==> src/rtl/grf_if.sv <==
// GRF bus: controller-side write/read request and
// register-file read data plus commit trace.
interface grf_if;
  logic        we;
  logic [4:0]  ra1;
  logic [4:0]  ra2;
  logic [4:0]  wa;
  logic [31:0] wd;
  logic [31:0] pc;
  logic [31:0] rd1;
  logic [31:0] rd2;
  logic        trace_valid;
  logic [31:0] trace_pc;
  logic [4:0]  trace_wa;
  logic [31:0] trace_wd;
  logic [31:0] wr_count;

  modport master (
    output we, ra1, ra2, wa, wd, pc,
    input  rd1, rd2, trace_valid, trace_pc,
    input  trace_wa, trace_wd, wr_count
  );

  modport slave (
    input  we, ra1, ra2, wa, wd, pc,
    output rd1, rd2, trace_valid, trace_pc,
    output trace_wa, trace_wd, wr_count
  );
endinterface

==> src/rtl/grf.sv <==
// GRF: 32x32 register file, two combinational read
// ports, optional write bypass, commit trace and counter.
module grf #(
  parameter bit BYPASS = 1'b1
) (
  input logic  clk,
  input logic  reset,
  grf_if.slave bus
);
  logic [31:0] r_regs [32];
  logic        r_tv;
  logic [31:0] r_tpc;
  logic [4:0]  r_twa;
  logic [31:0] r_twd;
  logic [31:0] r_wr_count;

  logic        w_wr;
  logic        w_byp1;
  logic        w_byp2;
  logic [31:0] w_rd1;
  logic [31:0] w_rd2;

  assign w_wr   = bus.we && !reset;
  assign w_byp1 = BYPASS && w_wr && (bus.wa != 5'd0)
                  && (bus.wa == bus.ra1);
  assign w_byp2 = BYPASS && w_wr && (bus.wa != 5'd0)
                  && (bus.wa == bus.ra2);

  // Storage: reset clears all, address 0 is never written.
  always_ff @(posedge clk) begin
    if (reset) begin
      for (int i = 0; i < 32; i++) r_regs[i] <= '0;
    end else if (bus.we && bus.wa != 5'd0) begin
      r_regs[bus.wa] <= bus.wd;
    end
  end

  // Commit trace and write counter, zero-writes included.
  always_ff @(posedge clk) begin
    if (reset) begin
      r_tv       <= 1'b0;
      r_tpc      <= '0;
      r_twa      <= '0;
      r_twd      <= '0;
      r_wr_count <= '0;
    end else begin
      r_tv <= bus.we;
      if (bus.we) begin
        r_tpc      <= bus.pc;
        r_twa      <= bus.wa;
        r_twd      <= bus.wd;
        r_wr_count <= r_wr_count + 32'd1;
      end
    end
  end

  // Read mux: address 0 hardwired, then optional bypass.
  always_comb begin
    w_rd1 = (bus.ra1 == 5'd0) ? '0 : r_regs[bus.ra1];
    w_rd2 = (bus.ra2 == 5'd0) ? '0 : r_regs[bus.ra2];
    if (w_byp1) w_rd1 = bus.wd;
    if (w_byp2) w_rd2 = bus.wd;
  end

  assign bus.rd1         = w_rd1;
  assign bus.rd2         = w_rd2;
  assign bus.trace_valid = r_tv;
  assign bus.trace_pc    = r_tpc;
  assign bus.trace_wa    = r_twa;
  assign bus.trace_wd    = r_twd;
  assign bus.wr_count    = r_wr_count;
endmodule

==> src/flat_wrapper.sv <==
// flat-port wrapper written by rule: the top's interface ports become plain ports
module grf_flat 
#(
  parameter bit BYPASS = 1'b1
)
  (clk, reset, bus_we, bus_ra1, bus_ra2, bus_wa, bus_wd, bus_pc, bus_rd1, bus_rd2, bus_trace_valid, bus_trace_pc, bus_trace_wa, bus_trace_wd, bus_wr_count);
  grf_if bus_i ();
  input logic clk;
  input logic reset;
  input wire logic [$bits(bus_i.we)-1:0] bus_we;
  input wire logic [$bits(bus_i.ra1)-1:0] bus_ra1;
  input wire logic [$bits(bus_i.ra2)-1:0] bus_ra2;
  input wire logic [$bits(bus_i.wa)-1:0] bus_wa;
  input wire logic [$bits(bus_i.wd)-1:0] bus_wd;
  input wire logic [$bits(bus_i.pc)-1:0] bus_pc;
  output wire logic [$bits(bus_i.rd1)-1:0] bus_rd1;
  output wire logic [$bits(bus_i.rd2)-1:0] bus_rd2;
  output wire logic [$bits(bus_i.trace_valid)-1:0] bus_trace_valid;
  output wire logic [$bits(bus_i.trace_pc)-1:0] bus_trace_pc;
  output wire logic [$bits(bus_i.trace_wa)-1:0] bus_trace_wa;
  output wire logic [$bits(bus_i.trace_wd)-1:0] bus_trace_wd;
  output wire logic [$bits(bus_i.wr_count)-1:0] bus_wr_count;
  assign bus_i.we = bus_we;
  assign bus_i.ra1 = bus_ra1;
  assign bus_i.ra2 = bus_ra2;
  assign bus_i.wa = bus_wa;
  assign bus_i.wd = bus_wd;
  assign bus_i.pc = bus_pc;
  assign bus_rd1 = bus_i.rd1;
  assign bus_rd2 = bus_i.rd2;
  assign bus_trace_valid = bus_i.trace_valid;
  assign bus_trace_pc = bus_i.trace_pc;
  assign bus_trace_wa = bus_i.trace_wa;
  assign bus_trace_wd = bus_i.trace_wd;
  assign bus_wr_count = bus_i.wr_count;
  grf #(.BYPASS(BYPASS)) u_core (.clk(clk), .reset(reset), .bus(bus_i));
endmodule
==> config.mk <==
export PLATFORM = sky130hd
export DESIGN_NAME = grf_flat
export DESIGN_NICKNAME = d
export VERILOG_FILES = /design/src/rtl/grf_if.sv /design/src/rtl/grf.sv /design/src/flat_wrapper.sv
export SDC_FILE = /design/constraint.sdc
export NUM_CORES = 2
export LEC_CHECK = 0
export CELL_PAD_IN_SITES_DETAIL_PLACEMENT = 0
export CELL_PAD_IN_SITES_GLOBAL_PLACEMENT = 1
export CORE_UTILIZATION = 55
export DETAILED_ROUTE_END_ITERATION = 7
export MAX_ROUTING_LAYER = met4
export PLACE_DENSITY = 0.91
export SLEW_MARGIN = 20
export SYNTH_ARGS = -nofsm -noshare
export SYNTH_HDL_FRONTEND = slang
export SYNTH_SLANG_ARGS = --single-unit
==> constraint.sdc <==
create_clock -name clk -period 3.04 [get_ports clk]
set_input_delay 0.304 -clock clk [delete_from_list [all_inputs] [get_ports clk]]
set_output_delay 0.304 -clock clk [all_outputs]
set_load 0.005 [all_outputs]
==> metrics <==
status=finished, final reports clean; routed wire length on met2=roughly 97 mm; syn avg cell area=13.1 sq um; die area=roughly 110000 sq um; Critical Path Fanout Max=2; startpoint type of the worst setup path=flip-flop; asr flop ratio synth=0%; Max Used Layer=met4; total track usage=between 40% and 50%; Power, Total=between 0.03 and 0.04 W; WL final=226 mm; Synth-to-Final Area Change=21.2%; global-route wire length before repair=314 mm; Power Dens Cells=~530 nW/um^2; dpl hpwl=150 mm; required time of the critical path=~2.7 ns; Sequential cell area=32800 sq um; Layout Utilization=between 60% and 70%; worst setup margin=~0.0063 ns; largest net degree at the start of global routing=approximately 170; Synth top area share=51.6%; WL met3=38.8 mm; worst skew pair latency=~0.7 ns; leakage=27.6 nW; most area-consuming cells after synthesis=edfxtp_1, and2_1, mux2i_1, mux4_2, dfxtp_1; max cap viols=0; via/cell ratio=6.86; number of global-route vias before repair=around 44000; root buffer cell=clkbuf_16; Place WS=-0.778 ns; Final Hold Fails=0; clock sinks=roughly 1100; initial antenna violation count=24; Core Area=107000 sq um; Finished Cell Area=72300 sq um; actual slew at the worst max-slew pin=~1.2 ns; IO Pins=around 250; Finished Layout Cells=approximately 6600; Slew HR=22.6%; Hold WC Path Type=primary input to flip-flop; ys flop type=edfxtp_1; initial core utilization=a little under three fifths; multi-input logic area=around 26000 sq um; fmax=330 MHz; Yosys top cell by area=edfxtp_1; initial DRC count=7465; Synth top cells by count=edfxtp_1, and2_1, mux2i_1; Mapped Area=59600 sq um; Die Wd=roughly 330 um; Crit Path Class=flip-flop to output port; skew final=roughly 0.011 ns; DRT antenna net count=0; most numerous cell in the Yosys netlist=edfxtp_1; dpl cells=between 6000 and 7000; Cell Rows=between 100 and 150; Cell variety after synth=60; DR vias=45000; drt first pass iters=8; GPL Wtd Cong=just over 1; H-tree depth=3; Overflow after GRT=0; final net count=between 5000 and 6000; setup violators final=0; drc violations=0; maximum root-to-sink buffer count=3; period utilization=roughly 100%; met1 wire length=75.0 mm; Routed wire per std cell=between 30 and 40 um; layout cells sized above 1=~24%; Synth Register Bits=between 1000 and 1500; total CTS buffers=between 100 and 150; Post-synth EDFFs=just over 1000; register area share after synthesis=between 50% and 60%; fin crit period=~3 ns; Worst setup EP type=output port; TritonCTS clock tree=done; maximum vdd drop=approximately 0.42 mV; final slew viol count=0; CP arrival=~2.7 ns; FILL cells=between 7000 and 8000; Ys Warns=0; placed instance area=between 60000 and 70000 sq um; Clk pin slew, worst setup/hold paths=roughly 0.060 ns; IO buf count=between 200 and 250; Cells after Synth=4534; die height=331 um
==> path summary, 6_finish.rpt <==
path,startpoint,to,slack [ns],depth (start not counted)
setup / recovery,u_core.r_regs[22][8]$_SDFFCE_PN0P_,bus_rd2[8],0.006,5
hold / removal,bus_wa[4],u_core.bus.trace_wa[4]$_SDFFE_PP0P_,0.13,4
setup reg to reg,u_core.bus.wr_count[1]$_SDFFE_PP0P_,u_core.bus.wr_count[28]$_SDFFE_PP0P_,0.68,6
hold reg to reg,u_core.bus.trace_wa[0]$_SDFFE_PP0P_,u_core.bus.trace_wa[0]$_SDFFE_PP0P_,0.48,2
==> state kept, by name, indices dropped and copies added, names as in the netlist <==
name and cells:
u_core.bus.trace_wa 5, u_core.bus.wr_count 32, u_core.bus.trace_wd 32, u_core.r_regs 1024, u_core.bus.trace_pc 32, u_core.bus.trace_valid 1
==> per-stage QoR <==
step | hold slack (ns) | setup TNS (ns)
floorplan | 0.439 | 0
global placement | 0.461 | -21.11
detailed placement | 0.469 | -22.11
CTS | 0.171 | -0.291
global route | 0.129 | -0.0267
finish | 0.127 | 0
==> metal layers <==
layer / vias to the layer above / track usage [%]
met4: 0 / 23.4
met5: - / -
met2: 4105 / 60.1
met1: 22000 / 51.5
li1: 18000 / -
met3: 940 / 16.4
==> power breakdown <==
part,internal [W],switching (W),leakage [nW]
logic,0.00249,0.00329,15.2
registers,0.0177,0.000469,10.6
clock network,0.00808,0.00617,1.83
total,0.0283,0.00993,27.6
==> layout by cell type, fill, tap and decap left out, types with 17 or more instances in the layout <==
cell type | synthesis | layout
buf_12 | 0 | 117
clkinv_1 | 0 | 17
nor2_4 | 0 | 18
buf_4 | 15 | 439
o22ai_1 | 42 | 40
or2_2 | 33 | 33
clkbuf_1 | 301 | 35
dfxtp_1 | 102 | 102
nor3_1 | 24 | 18
clkdlybuf4s50_1 | 0 | 166
and2_1 | 996 | 993
mux2_4 | 0 | 19
or4_1 | 19 | 18
a22o_1 | 51 | 51
mux2i_1 | 604 | 603
clkbuf_16 | 0 | 120
mux4_2 | 256 | 256
nand2_1 | 140 | 136
mux2_2 | 54 | 35
diode_2 | 0 | 21
edfxtp_1 | 1024 | 1024
xnor2_1 | 19 | 19
nor2_1 | 146 | 110
dlygate4sd2_1 | 0 | 43
nand3_1 | 48 | 40
nand4_1 | 31 | 31
a22oi_1 | 151 | 150
nor2_2 | 0 | 18
clkinv_2 | 0 | 21
a21oi_1 | 119 | 118
conb_1 | 1 | 32
==> cell families after synthesis <==
group           share of synthesized area (%)
mux                                      20.8
buf+inv                                  3.23
flops                                    55.0
fa+ha+maj                              0.0210
simple gates                             14.6
compound gates                           5.81
other cells                           0.00629
xor+xnor                                0.500
==> critical path, stage by stage (launching register included) <==
cell           delay, ns
edfxtp_1            0.43
mux4_2              0.49
mux2i_2             0.21
o211ai_1            0.25
a32o_2              0.34
dlygate4sd2_1       0.29
==> cell type report <==
| type | count | share of cell area [%] |
|---|---|---|
| diodes | 21 | 0.0727 |
| flip-flops and latches | 1126 | 45.4 |
| clock inverters | 57 | 0.717 |
| clock buffers | 162 | 4.47 |
| well taps | 1403 | 2.43 |
| repair buffers | 808 | 11.3 |
| multi-input cells | 2981 | 35.7 |
| inverters | 3 | 0.0156 |
==> timing repair <==
| item | in CTS | in global routing |
|---|---|---|
| endpoints found under the setup margin | 64 | 38 |
| setup buffers | 26 | 21 |
| hold buffers | 1 | 0 |
| gates cloned | 2 | 0 |
| gates resized for setup | 208 | 44 |
| pin swaps | 26 | 26 |
| endpoints found under the hold margin | 1 | 0 |
(Power assumes the default switching activity.)
